[config.mk]
export PLATFORM = sky130hd
export DESIGN_NAME = legv8_inst_encoder_flat
export DESIGN_NICKNAME = d
export VERILOG_FILES = /design/src/rtl/legv8_inst_encoder_if.sv /design/src/rtl/legv8_inst_encoder.sv /design/src/flat_wrapper.sv
export SDC_FILE = /design/constraint.sdc
export NUM_CORES = 1
export LEC_CHECK = 0
export ABC_AREA = 1
export ABC_CLOCK_PERIOD_IN_PS = 1900
export CORE_ASPECT_RATIO = 0.5
export CORE_MARGIN = 10
export CORE_UTILIZATION = 45
export DETAILED_ROUTE_END_ITERATION = 10
export PLACE_DENSITY_LB_ADDON = 0.15
export SETUP_SLACK_MARGIN = 0.15
export SLEW_MARGIN = 20
export SYNTH_ARGS = -nofsm -noshare
export SYNTH_HDL_FRONTEND = slang
export SYNTH_SLANG_ARGS = --single-unit
export TNS_END_PERCENT = 100
[constraint.sdc]
create_clock -name clk -period 1.9 [get_ports clk]
set_input_delay 0.285 -clock clk [delete_from_list [all_inputs] [get_ports clk]]
set_output_delay 0.285 -clock clk [all_outputs]
set_load 0.02 [all_outputs]
[src/rtl/legv8_inst_encoder_if.sv]
// Handshake bundle between the instruction-field producer, the encoder and
// the instruction-memory loader that consumes the packed words.
interface legv8_inst_encoder_if #(
  parameter int ADDR_W = 10
);
  // Input side: decoded fields offered to the encoder
  logic              in_valid;
  logic              in_ready;
  logic [1:0]        fmt;
  logic              op_sel;
  logic [4:0]        rd;
  logic [4:0]        rn;
  logic [63:0]       imm;
  // Output side: packed word and its byte address
  logic              out_valid;
  logic              out_ready;
  logic [31:0]       instruction;
  logic [ADDR_W+1:0] out_addr;

  modport slave (
    input  in_valid, fmt, op_sel, rd, rn, imm, out_ready,
    output in_ready, out_valid, instruction, out_addr
  );

  modport master (
    output in_valid, fmt, op_sel, rd, rn, imm, out_ready,
    input  in_ready, out_valid, instruction, out_addr
  );
endinterface

[src/rtl/legv8_inst_encoder.sv]
// LEGv8 instruction encoder: packs D / CB / I / B fields plus a 64-bit
// immediate into a 32-bit word. Two-stage valid/ready pipeline: S1 holds the
// raw fields and range-checks the immediate, S2 holds the encoded word and
// its byte address. Out-of-range entries are dropped from S1 without
// waiting for S2 space and counted.
module legv8_inst_encoder #(
  parameter int ADDR_W = 10
) (
  input  logic                 clk,
  input  logic                 reset_n,
  input  logic                 clear,
  legv8_inst_encoder_if.slave  bus,
  output logic                 range_err,
  output logic [7:0]           err_count
);

  localparam logic [1:0] FMT_D  = 2'd0;
  localparam logic [1:0] FMT_CB = 2'd1;
  localparam logic [1:0] FMT_I  = 2'd2;

  // Stage 1 holding registers
  logic        s1_valid;
  logic [1:0]  s1_fmt;
  logic        s1_op;
  logic [4:0]  s1_rd;
  logic [4:0]  s1_rn;
  logic [63:0] s1_imm;

  logic              s1_in_range;
  logic              s1_err;
  logic              s1_adv;
  logic              in_fire;
  logic              out_fire;
  logic [31:0]       enc_word;
  logic [ADDR_W-1:0] idx;
  logic [ADDR_W-1:0] idx_next;

  // Immediate range check: the bits above the field must be a pure sign
  // extension (signed formats) or zero (ADDI's unsigned immediate)
  always_comb begin
    case (s1_fmt)
      FMT_D:   s1_in_range = (&s1_imm[63:8])  || !(|s1_imm[63:8]);
      FMT_CB:  s1_in_range = (&s1_imm[63:18]) || !(|s1_imm[63:18]);
      FMT_I:   s1_in_range = !(|s1_imm[63:12]);
      default: s1_in_range = (&s1_imm[63:25]) || !(|s1_imm[63:25]);
    endcase
  end

  // Field packing for each format
  always_comb begin
    case (s1_fmt)
      FMT_D:   enc_word = {(s1_op ? 11'b11111000010 : 11'b11111000000),
                           s1_imm[8:0], 2'b00, s1_rn, s1_rd};
      FMT_CB:  enc_word = {(s1_op ? 8'b10110101 : 8'b10110100),
                           s1_imm[18:0], s1_rd};
      FMT_I:   enc_word = {10'b1001000100, s1_imm[11:0], s1_rn, s1_rd};
      default: enc_word = {6'b000101, s1_imm[25:0]};
    endcase
  end

  // A bad entry leaves S1 regardless of S2 occupancy, so it never stalls input
  assign s1_err   = s1_valid && !s1_in_range;
  assign s1_adv   = s1_valid && (!bus.out_valid || bus.out_ready || s1_err);
  assign bus.in_ready = !s1_valid || s1_adv;
  assign in_fire  = bus.in_valid && bus.in_ready;
  assign out_fire = bus.out_valid && bus.out_ready;
  // The next word's address already accounts for a same-cycle transfer
  assign idx_next = out_fire ? idx + {{(ADDR_W-1){1'b0}}, 1'b1} : idx;

  // Stage 1: capture fields on an input handshake, empty on advance
  always_ff @(posedge clk or negedge reset_n) begin
    if (!reset_n) begin
      s1_valid <= 1'b0;
      s1_fmt   <= 2'd0;
      s1_op    <= 1'b0;
      s1_rd    <= 5'd0;
      s1_rn    <= 5'd0;
      s1_imm   <= 64'd0;
    end else if (clear) begin
      s1_valid <= 1'b0;
    end else if (in_fire) begin
      s1_valid <= 1'b1;
      s1_fmt   <= bus.fmt;
      s1_op    <= bus.op_sel;
      s1_rd    <= bus.rd;
      s1_rn    <= bus.rn;
      s1_imm   <= bus.imm;
    end else if (s1_adv) begin
      s1_valid <= 1'b0;
    end
  end

  // Stage 2: encoded word, byte address and the word-index counter
  always_ff @(posedge clk or negedge reset_n) begin
    if (!reset_n) begin
      bus.out_valid   <= 1'b0;
      bus.instruction <= 32'd0;
      bus.out_addr    <= '0;
      idx             <= '0;
    end else if (clear) begin
      bus.out_valid   <= 1'b0;
      bus.instruction <= 32'd0;
      bus.out_addr    <= '0;
      idx             <= '0;
    end else begin
      idx <= idx_next;
      if (s1_adv && !s1_err) begin
        bus.out_valid   <= 1'b1;
        bus.instruction <= enc_word;
        bus.out_addr    <= {idx_next, 2'b00};
      end else if (out_fire) begin
        bus.out_valid   <= 1'b0;
      end
    end
  end

  // Drop reporting: one-cycle pulse and a saturating count
  always_ff @(posedge clk or negedge reset_n) begin
    if (!reset_n) begin
      range_err <= 1'b0;
      err_count <= 8'd0;
    end else if (clear) begin
      range_err <= 1'b0;
      err_count <= 8'd0;
    end else begin
      range_err <= s1_adv && s1_err;
      if (s1_adv && s1_err && err_count != 8'hFF)
        err_count <= err_count + 8'd1;
    end
  end

endmodule

[src/flat_wrapper.sv]
// flat-port wrapper written by rule: the top's interface ports become plain ports
module legv8_inst_encoder_flat 
#(
  parameter int ADDR_W = 10
)
  (clk, reset_n, clear, range_err, err_count, bus_in_valid, bus_fmt, bus_op_sel, bus_rd, bus_rn, bus_imm, bus_out_ready, bus_in_ready, bus_out_valid, bus_instruction, bus_out_addr);
  legv8_inst_encoder_if #(.ADDR_W(ADDR_W)) bus_i ();
  input  logic clk;
  input  logic reset_n;
  input  logic clear;
  output logic range_err;
  output logic [7:0] err_count;
  input wire logic [$bits(bus_i.in_valid)-1:0] bus_in_valid;
  input wire logic [$bits(bus_i.fmt)-1:0] bus_fmt;
  input wire logic [$bits(bus_i.op_sel)-1:0] bus_op_sel;
  input wire logic [$bits(bus_i.rd)-1:0] bus_rd;
  input wire logic [$bits(bus_i.rn)-1:0] bus_rn;
  input wire logic [$bits(bus_i.imm)-1:0] bus_imm;
  input wire logic [$bits(bus_i.out_ready)-1:0] bus_out_ready;
  output wire logic [$bits(bus_i.in_ready)-1:0] bus_in_ready;
  output wire logic [$bits(bus_i.out_valid)-1:0] bus_out_valid;
  output wire logic [$bits(bus_i.instruction)-1:0] bus_instruction;
  output wire logic [$bits(bus_i.out_addr)-1:0] bus_out_addr;
  assign bus_i.in_valid = bus_in_valid;
  assign bus_i.fmt = bus_fmt;
  assign bus_i.op_sel = bus_op_sel;
  assign bus_i.rd = bus_rd;
  assign bus_i.rn = bus_rn;
  assign bus_i.imm = bus_imm;
  assign bus_i.out_ready = bus_out_ready;
  assign bus_in_ready = bus_i.in_ready;
  assign bus_out_valid = bus_i.out_valid;
  assign bus_instruction = bus_i.instruction;
  assign bus_out_addr = bus_i.out_addr;
  legv8_inst_encoder #(.ADDR_W(ADDR_W)) u_core (.clk(clk), .reset_n(reset_n), .clear(clear), .bus(bus_i), .range_err(range_err), .err_count(err_count));
endmodule
Word level (Yosys, flattened, before mapping)
Index checks and enable logic that the tools add are counted.

Output and inout bits: 55. Bits in registers: 142. Input port bits: 82. Logic and storage cells: 71.

Mux-type cells: 19. Bitwise logic cells: 1. Eq/ne operators: 3. $add $sub $neg: 2. Reductions and logical operators: 34.

Operators with widths (number): $pmux W32 S3 (1); $mux W32 (2); $reduce_and A56 Y1 (1); $reduce_or A56 Y1 (1); $reduce_or A52 Y1 (1); $reduce_and A46 Y1 (1); $reduce_or A46 Y1 (1); $reduce_and A39 Y1 (1); $reduce_or A39 Y1 (1); $mux W12 (2); $mux W10 (2); $mux W8 (2); $add A10 B1 Y10 const B (1); $add A8 B1 Y8 const B (1); $logic_not A1 Y1 (8); $mux W1 (8); $ne A8 B8 Y1 const B (1); $logic_and A1 B1 Y1 (7); $logic_or A1 B1 Y1 (6); $reduce_bool A3 Y1 (2); $reduce_bool A2 Y1 (2); $pmux W1 S3 (1); $eq A2 B1 Y1 const B (1); $eq A2 B2 Y1 const B (1); 4 further kinds (4).

Depth between registers and ports, before layout
Gate-level depths: netlist of the first run.

Depth in word-level cells: 12. Mapped depth: 16. Mapped depth without buffers: 15.

Worst setup path before layout of the first run
OpenSTA, ideal clock, no wires.

Path kind: register -> output. Start: register u_core.s1_fmt[0]. End: output port bus_in_ready. Path buffers: 2. Slack: 0.068 ns. Required time: 1.615 ns. Data arrival time: 1.547 ns. Stages on the path, launching flop included: 8. Cell sequence: dfrtp_1 buf_2 nand2_2 inv_1 nand2_1 nand4_2 nand3_4 clkbuf_1.

Word-level cells in the longest chain between the ends: 7. Elaborated cells on any way between the ends: 9. Those cells by class: 2 x eq/ne; 1 x mux; 6 x reduce/logical.

RTL lines: from (decl) (RTL line legv8_inst_encoder.sv:23) `logic [1:0] s1_fmt;`; from (signal assigned) (RTL line legv8_inst_encoder.sv:83) `s1_fmt <= bus.fmt;`; $eq A2 B2 Y1 (tied with other cells) (RTL line legv8_inst_encoder.sv:41) `case (s1_fmt)`; $pmux W1 S3 * (RTL line legv8_inst_encoder.sv:41); $logic_not A1 Y1 * (RTL line legv8_inst_encoder.sv:62) `assign s1_err = s1_valid && !s1_in_range;`; $logic_and A1 B1 Y1 * (RTL line legv8_inst_encoder.sv:62); $logic_or A1 B1 Y1 * (RTL line legv8_inst_encoder.sv:63) `assign s1_adv = s1_valid && (!bus.out_valid || bus.out_ready || s1_err);`; $logic_and A1 B1 Y1 * (RTL line legv8_inst_encoder.sv:63); $logic_or A1 B1 Y1 * (RTL line legv8_inst_encoder.sv:64) `assign bus.in_ready = !s1_valid || s1_adv;`; to (decl) (RTL line flat_wrapper.sv:20) `output wire logic [$bits(bus_i.in_ready)-1:0] bus_in_ready;`.

Every way passes the cells marked *; elsewhere a longest branch is shown, timed or not.

Worst setup path in the final report of the first run
Start: register u_core.s1_imm[52]. End: register u_core.bus.instruction[14].

Word-level cells in the longest chain between the ends: 10. Elaborated cells on any way between the ends: 22. Those cells by class: 1 x mux; 21 x reduce/logical.

RTL lines: from (decl) (RTL line legv8_inst_encoder.sv:27) `logic [63:0] s1_imm;`; from (signal assigned) (RTL line legv8_inst_encoder.sv:87) `s1_imm <= bus.imm;`; $reduce_or A56 Y1 (tied with other cells) (RTL line legv8_inst_encoder.sv:42) `FMT_D: s1_in_range = (&s1_imm[63:8]) || !(|s1_imm[63:8]);`; $logic_not A1 Y1 (on tied branches) (RTL line legv8_inst_encoder.sv:42, legv8_inst_encoder.sv:43, legv8_inst_encoder.sv:45); $logic_or A1 B1 Y1 (on tied branches) (RTL line legv8_inst_encoder.sv:42, legv8_inst_encoder.sv:43, legv8_inst_encoder.sv:45); $pmux W1 S3 * (RTL line legv8_inst_encoder.sv:41); $logic_not A1 Y1 * (RTL line legv8_inst_encoder.sv:62); $logic_and A1 B1 Y1 * (RTL line legv8_inst_encoder.sv:62); $logic_or A1 B1 Y1 (RTL line legv8_inst_encoder.sv:63); $logic_and A1 B1 Y1 (RTL line legv8_inst_encoder.sv:63); $logic_and A1 B1 Y1 * (RTL line legv8_inst_encoder.sv:107) `if (s1_adv && !s1_err) begin`; $reduce_bool A2 Y1 (no line) *; to (signal assigned) (RTL line legv8_inst_encoder.sv:109) `bus.instruction <= enc_word;`; to (decl) (RTL line legv8_inst_encoder_if.sv:22) `output in_ready, out_valid, instruction, out_addr`.

Marks and branches as above. A chain may end at the register's enable or synchronous reset.

==> parameters.txt, run 1 <==
Parameter                              Value

Hold path
  Class of the most critical hold timing path    primary input to asynchronous set/reset pin

STA
  Final number of max-transition violations    0
  Time the final worst path needs with I/O delays and setup    2.343 ns
  Fin crit share    123.3%
  Final setup violation count    128
  RSZ-0062 raised after global routing    yes
  Worst clock skew    0.01053 ns
  Post-layout worst setup margin    -0.4429 ns
  Final number of hold-violating endpoints    0
  Fmax    426.8 MHz
  Worst Hold Margin    0.2688 ns

Detailed routing
  Avg WL per Cell    18.72 microns
  Violation count after the first detailed-routing iteration    508
  Number of vias per cell    5.415
  Overall routed net length    25540 microns
  Number of vias after detailed routing    7386
  Number of iterations in the first detailed-routing pass    5
  Total DRC errors in the routed layout    0
  Post-DRT Antenna Nets    0

Place
  Final weighted congestion in routability-driven placement    0.9089
  Total placed instance area    8979 sq um
  # placed instances    1287
  Half-perimeter wire length after placement    15880 microns
  Number of port buffers    134

Final layout
  Count of antenna diodes in the layout    0
  Share of cells above drive strength 1    31.13%
  Number of nets in the finished design    1240
  Area growth from synthesis to layout    63.14%
  Final standard cell count with taps included and fillers excluded    1364
  Post-layout util    76.74%
  Count of filler cells inserted in the layout    1033
  Post-route design area    11340 sq um

GRT
  Grt total ovfl    0
  Number of antenna violations at the first check in global routing    0
  Global-route wire length before repair    36450 microns
  Largest net degree at the start of global routing    53
  Global-route total usage across every layer    21.26%
  Number of global-route vias before repair    7008

Floorplan
  Die Ht    107.9 microns
  Initial core utilization    47.04%
  Core Region    14780 sq um
  Ports placed on the boundary    137
  Die width    195.8 microns
  Std-Cell Rows    31
  Die Area    21120 sq um

Clock tree
  Clock latency of the later-clocked register in the worst-skew pair    0.42 ns
  Max Buffers Root-to-Sink    2
  CTS Root Buffer Type    sky130_fd_sc_hd__clkbuf_16
  Clock tree from TritonCTS    built
  Clock-pin slew reported for the worst setup and hold paths after clock tree synthesis    0.06 ns
  Number of H-tree branching levels    4
  Number of clock sinks    139
  Clock buffers created by TritonCTS    17

Yosys
  Number of cells produced by synthesis    929
  Share of synthesized registers carrying an async set or reset    100.0%
  Sequential fraction of the synthesis area    50.04%
  Number of flip-flops and latches in the synthesized netlist    139
  Post-synth top flop    sky130_fd_sc_hd__dfrtp_1
  Count of different cell masters after synthesis    32
  Most area-consuming cells after synthesis    sky130_fd_sc_hd__dfrtp_1 50%, sky130_fd_sc_hd__nand2_1 19%, sky130_fd_sc_hd__nand3_1 9.9%
  Mean area per synthesized cell    7.483 sq um
  Area of the mapped netlist    6952 sq um
  EDFF count, synth    0
  Fraction of synthesized cell area taken by the top area cell type    50.04%
  List of most frequent post-synthesis cells    360 x sky130_fd_sc_hd__nand2_1, 139 x sky130_fd_sc_hd__dfrtp_1, 138 x sky130_fd_sc_hd__nand3_1
  Most numerous cell in the Yosys netlist    sky130_fd_sc_hd__nand2_1
  Area leader, netlist    sky130_fd_sc_hd__dfrtp_1
  Warnings from Yosys    0

Critical path
  Worst Setup Start Kind    flip-flop
  Last element of the critical path    u_core.bus.instruction[14]
  Worst flop-to-flop path startpoint    u_core.s1_imm[52]
  Setup crit end kind    flip-flop
  Logic depth of the worst register-to-register path    18
  Largest fanout on the critical path    7
  Critical path type    flip-flop to flip-flop
  Worst Path Required    2.26 ns
  End of the worst register-to-register path    u_core.bus.instruction[14]
  Data arrival time of the critical path    2.70 ns
  R2R setup slack    -0.44 ns
  Crit path launch    u_core.s1_imm[52]

Job
  Max-cap violations    0

Pwr
  Sequential Power Share    38.9%
  Comb pwr share    22.6%
  Leakage    5.522 nW
  Clock Power Share    38.5%
  Internal power    6.550 mW
  Worst vdd ir    0.0007005 V
  Switching share of power    29.20%
  Pwr dens    815.7 nW/um^2
  Net switching power of the design    2.701 mW

Status
  Violated checks    negative setup slack
  Status    finished with violations
-- power groups by stage --
stage	sequential (mW)	combinational, mW	clock, mW
global placement	3.54	1.60	0
finish	3.59	2.09	3.56
CTS	3.52	1.72	3.55
global route	3.63	2.26	3.70
detailed placement	3.55	1.61	0
floorplan	3.59	0.694	0
-- timing repair --
action	4_1_cts	5_1_grt
endpoints found under the setup margin	137	138
setup buffers	11	18
gates resized for setup	65	254
pin swaps	8	57
endpoints found under the hold margin	17	0
gates cloned	6	12
hold buffers	1	0
-- layer usage --
| metal | share of wire, % | GRT usage, % |
|---|---|---|
| met1 | 44 | 28.53 |
| met2 | 48 | 34.13 |
| met3 | 6.5 | 5.317 |
| met4 | 1.2 | 4.442 |
| met5 | 0 | 0 |
-- worst min-delay path by stage --
stage	depth (start not counted)	end	slack, ns
CTS	2	u_core.s1_imm[30]	0.27
global placement	1	u_core.s1_imm[30]	0.14
global route	2	u_core.s1_imm[37]	0.29
finish	2	u_core.s1_imm[25]	0.27
floorplan	0	u_core.bus.instruction[0]	-0.01
detailed placement	1	u_core.s1_imm[30]	0.14
-- cell usage in the layout, fill, tap and decap left out, drive strengths merged, types with 2 or more instances in the layout --
cell type        n
nor3            11
xor2             8
a211oi           5
clkinv           2
nand4           10
ha               2
dfrtp          139
conb             2
inv             37
clkinvlp         2
o21ai            9
a221oi           6
buf            114
o22ai            9
clkbuf          32
o221ai           3
nor3b            2
nand3          140
clkdlybuf4s50  118
dlymetal6s2s     6
a21oi           18
nor2           113
nand2          362
bufinv           4
dlygate4sd2      8
-- area by class of cell --
type | instances | area, sq um | area share (%)
Multi-Input combinational cell | 703 | 3948 | 34.81
Timing Repair Buffer | 257 | 2898 | 25.55
Clock buffer | 22 | 474.2 | 4.181
Inverter | 38 | 142.6 | 1.258
Clock inverter | 7 | 140.1 | 1.236
Tap cell | 198 | 247.7 | 2.184
Sequential cell | 139 | 3491 | 30.78
-- through the flow --
| stage | TNS (ns) | setup slack (ns) | total power, mW |
|---|---|---|---|
| global placement | -22.95 | -0.3499 | 5.137 |
| finish | -41.80 | -0.4429 | 9.251 |
| global route | -55.24 | -0.5504 | 9.585 |
| CTS | -27.83 | -0.3404 | 8.793 |
| detailed placement | -26.91 | -0.3766 | 5.163 |
| floorplan | 0 | 0.1576 | 4.285 |
-- worst max-delay path: stages, from the launching register on --
cell                        delay (ns)
sky130_fd_sc_hd__dfrtp_1          0.44
sky130_fd_sc_hd__nor2_2           0.15
sky130_fd_sc_hd__nand2_1          0.10
sky130_fd_sc_hd__nor2_1           0.12
sky130_fd_sc_hd__nand2_1          0.08
sky130_fd_sc_hd__nor2_2           0.13
sky130_fd_sc_hd__nand2_1          0.06
sky130_fd_sc_hd__nand2_1          0.09
sky130_fd_sc_hd__nand2_2          0.09
sky130_fd_sc_hd__nand4_4          0.12
sky130_fd_sc_hd__buf_6            0.10
sky130_fd_sc_hd__buf_6            0.10
sky130_fd_sc_hd__nand3_4          0.09
sky130_fd_sc_hd__buf_12           0.16
sky130_fd_sc_hd__nand2_8          0.08
sky130_fd_sc_hd__buf_12           0.11
sky130_fd_sc_hd__clkbuf_16        0.15
sky130_fd_sc_hd__nand2_4          0.05
sky130_fd_sc_hd__nand2_2          0.07
-- sequential cells by signal (all words and copies together) (netlist names) --
signal and cells:
u_core.bus.instruction 31, u_core.bus.out_addr 10, u_core.bus.out_valid 1, u_core.err_count 8, u_core.idx 10, u_core.range_err 1
u_core.s1_fmt 2, u_core.s1_imm 64, u_core.s1_op 1, u_core.s1_rd 5, u_core.s1_rn 5, u_core.s1_valid 1
-- logic make-up after synthesis --
kind of cell / count (synthesis) / synth area share, %
AO/OA/AOI/OAI: 51 / 4.536
XOR/XNOR: 8 / 1.008
adder cells (fa/ha/maj): 2 / 0.3599
buffers and inverters: 88 / 5.651
flip-flops: 139 / 50.04
other: 1 / 0.05394
AND/OR/NAND/NOR: 640 / 38.35
Note: power is estimated with default switching activity, not from simulation.
==> run 2: changes to the inputs <==
- CORE_UTILIZATION: 45 -> 30
==> parameters.txt, run 2 (synthesis results as in run 1) <==
Parameter                              Value

Detailed routing
  Number of vias after detailed routing    7079 (-4.2%)
  Post-DRT Antenna Nets    0 (unchanged)
  Number of iterations in the first detailed-routing pass    5 (unchanged)
  Number of vias per cell    4.777 (-12%)
  Total DRC errors in the routed layout    0 (unchanged)
  Avg WL per Cell    17.50 microns (-6.5%)
  Violation count after the first detailed-routing iteration    503 (-0.98%)
  Overall routed net length    25930 microns (+1.5%)

Pwr
  Comb pwr share    22.0% (-0.6 points)
  Leakage    5.585 nW (+1.1%)
  Pwr dens    792.9 nW/um^2 (-2.8%)
  Sequential Power Share    38.8% (about the same)
  Net switching power of the design    2.784 mW (+3.1%)
  Switching share of power    30.06% (+0.86 points)
  Clock Power Share    39.2% (+0.7 points)
  Worst vdd ir    0.0004810 V (-31%)
  Internal power    6.477 mW (-1.1%)

Clock tree
  Clock buffers created by TritonCTS    17 (unchanged)
  Max Buffers Root-to-Sink    2 (unchanged)
  Clock latency of the later-clocked register in the worst-skew pair    0.44 ns (+0.02 ns)
  CTS Root Buffer Type    sky130_fd_sc_hd__clkbuf_16
  Clock-pin slew reported for the worst setup and hold paths after clock tree synthesis    0.06 ns (about the same)
  Number of H-tree branching levels    4 (unchanged)
  Clock tree from TritonCTS    built
  Number of clock sinks    139 (unchanged)

Floorplan
  Initial core utilization    30.51% (-17 points)
  Ports placed on the boundary    137 (unchanged)
  Core Region    22790 sq um (+54%)
  Die width    235.3 microns (+20%)
  Std-Cell Rows    39 (+26%)
  Die Ht    127.6 microns (+18%)
  Die Area    30030 sq um (+42%)

Place
  Number of port buffers    134 (unchanged)
  Half-perimeter wire length after placement    16990 microns (+6.9%)
  Total placed instance area    9095 sq um (+1.3%)
  Final weighted congestion in routability-driven placement    0.8827 (-2.9%)

GRT
  Largest net degree at the start of global routing    70 (+32%)
  Grt total ovfl    0 (unchanged)
  Global-route total usage across every layer    16.79% (-4.5 points)
  Number of global-route vias before repair    7182 (+2.5%)
  Global-route wire length before repair    40370 microns (+11%)
  Number of antenna violations at the first check in global routing    0 (unchanged)

Final layout
  Area growth from synthesis to layout    68.00%
  Largest register FFs    64 (unchanged)
  Share of cells above drive strength 1    32.26% (+1.1 points)
  Number of nets in the finished design    1246 (+0.48%)
  Leading cell type in the layout, fill and taps excluded    sky130_fd_sc_hd__nand2_1
  Commonest cells after routing, fill and taps aside    248 x sky130_fd_sc_hd__nand2_1, 133 x sky130_fd_sc_hd__dfrtp_1, 102 x sky130_fd_sc_hd__clkdlybuf4s50_1
  Post-route design area    11680 sq um (+3.0%)
  Register ranked first by flip-flop count    u_core.s1_imm
  Count of antenna diodes in the layout    0 (unchanged)
  Biggest registers after layout    u_core.s1_imm: 64 flops, u_core.bus.instruction: 31 flops

Critical path
  Setup crit end kind    output port
  Largest fanout on the critical path    3 (-4)
  Worst Setup Start Kind    flip-flop
  Worst Path Required    1.62 ns (-0.64 ns)
  Data arrival time of the critical path    2.04 ns (-0.66 ns)
  Critical path type    flip-flop to output port

STA
  Fmax    430.5 MHz (+0.86%)
  Headroom to the max-slew limit    64.98%
  Final number of max-transition violations    0 (unchanged)
  Worst Hold Margin    0.2498 ns (-0.01903 ns)
  Worst clock skew    0.01071 ns (+0.0001778 ns)
  Fin crit share    122.3% (-1.0 points)
  Time the final worst path needs with I/O delays and setup    2.323 ns (-0.01992 ns)
  Final setup violation count    128 (unchanged)
  Transition time of the tightest slew-check pin    0.5234 ns
  RSZ-0062 raised after global routing    yes
  Final number of hold-violating endpoints    0 (unchanged)
  Post-layout worst setup margin    -0.4230 ns (+0.01992 ns)

Status
  Violated checks    negative setup slack
  Status    finished with violations

Job
  Max-cap violations    0 (unchanged)

Hold path
  Class of the most critical hold timing path    primary input to asynchronous set/reset pin
==> run 2: cell count changes in the layout (fill, tap and decap cells not counted), sizes merged <==
cell,before,now
buf,114,127
clkbuf,32,21
clkdlybuf4s50,118,102
clkinv,2,3
clkinvlp,2,7
dlygate4sd2,8,22
dlymetal6s2s,6,7
inv,37,38
nand2,362,363
==> run 2: final timing paths <==
path                              startpoint                    endpoint  slack, ns  cells after the start
max                        u_core.s1_imm[23]                bus_in_ready      -0.42                     11
min                                  reset_n           u_core.s1_imm[34]       0.25                      2
max reg2reg                u_core.s1_imm[23]           u_core.s1_imm[46]      -0.41                     17
min reg2reg                 u_core.s1_imm[2]            u_core.s1_imm[2]       0.49                      2
max in group asynchronous            reset_n  u_core.bus.instruction[17]       1.00                      3
min in group clk                       clear  u_core.bus.instruction[28]       0.38                      3
==> run 2: through the flow <==
stage                     cells  TNS [ns]  utilization [%]  power, mW  setup WS [ns]
after CTS                  1458    -36.46            46.42      9.017        -0.4002
after global placement     1394    -37.72            39.91      5.179        -0.4435
final                      1482    -44.82            51.25      9.260        -0.4230
after global routing       1482    -67.42            51.25      9.704        -0.5935
after floorplan             930         0                -      4.285         0.1576
after detailed placement   1394    -34.46            39.91      5.187        -0.4227
==> run 2: final cells by class <==
cell class / count / area, sq um
sequential: 139 / 3486
clock inverter: 14 / 195.2
multi-input combinational: 704 / 3983
tap: 307 / 384.1
timing repair buffer: 262 / 3049
inverter: 38 / 142.6
clock buffer: 18 / 439.2
fill: 2127 / 11110
==> run 2: layer usage <==
metal  global-route usage [%]  routed length, microns  up-vias
met4                    5.022                     329        0
met1                    22.49                   12100     3406
met3                    3.594                    1248       25
met5                        0                       0        -
li1                         -                       -     3482
met2                    26.80                   12250      166
==> run 2: power by group through the flow <==
stage / Clock [mW] / Combinational, mW / Sequential, mW
finish: 3.63 / 2.04 / 3.59
global route: 3.85 / 2.23 / 3.63
CTS: 3.70 / 1.79 / 3.52
detailed placement: 0 / 1.62 / 3.56
global placement: 0 / 1.62 / 3.56
floorplan: 0 / 0.694 / 3.59
==> run 2: what timing repair did <==
action                                  CTS  global route
endpoints found under the setup margin  152           139
pin swaps                                18            44
hold buffers                              1             0
gates resized for setup                  88           250
gates cloned                             17             3
setup buffers                            14            21
endpoints found under the hold margin    70             0
==> run 2: critical path, cell delays in order, from the launching register on <==
cell                      delay [ns]
sky130_fd_sc_hd__dfrtp_1        0.41
sky130_fd_sc_hd__nor2_2         0.17
sky130_fd_sc_hd__nand2_1        0.11
sky130_fd_sc_hd__nor2_1         0.12
sky130_fd_sc_hd__nand2_1        0.09
sky130_fd_sc_hd__nor2_1         0.12
sky130_fd_sc_hd__nand2_1        0.07
sky130_fd_sc_hd__nand2_2        0.07
sky130_fd_sc_hd__nand2_2        0.07
sky130_fd_sc_hd__nand4_4        0.09
sky130_fd_sc_hd__nand3_4        0.10
sky130_fd_sc_hd__buf_6          0.17
==> run 3: changes to the inputs <==
- CTS_CLUSTER_DIAMETER: not set -> 50
==> results of run 3 <==
The final DEF is identical to that of run 2; final timing and power are the same.
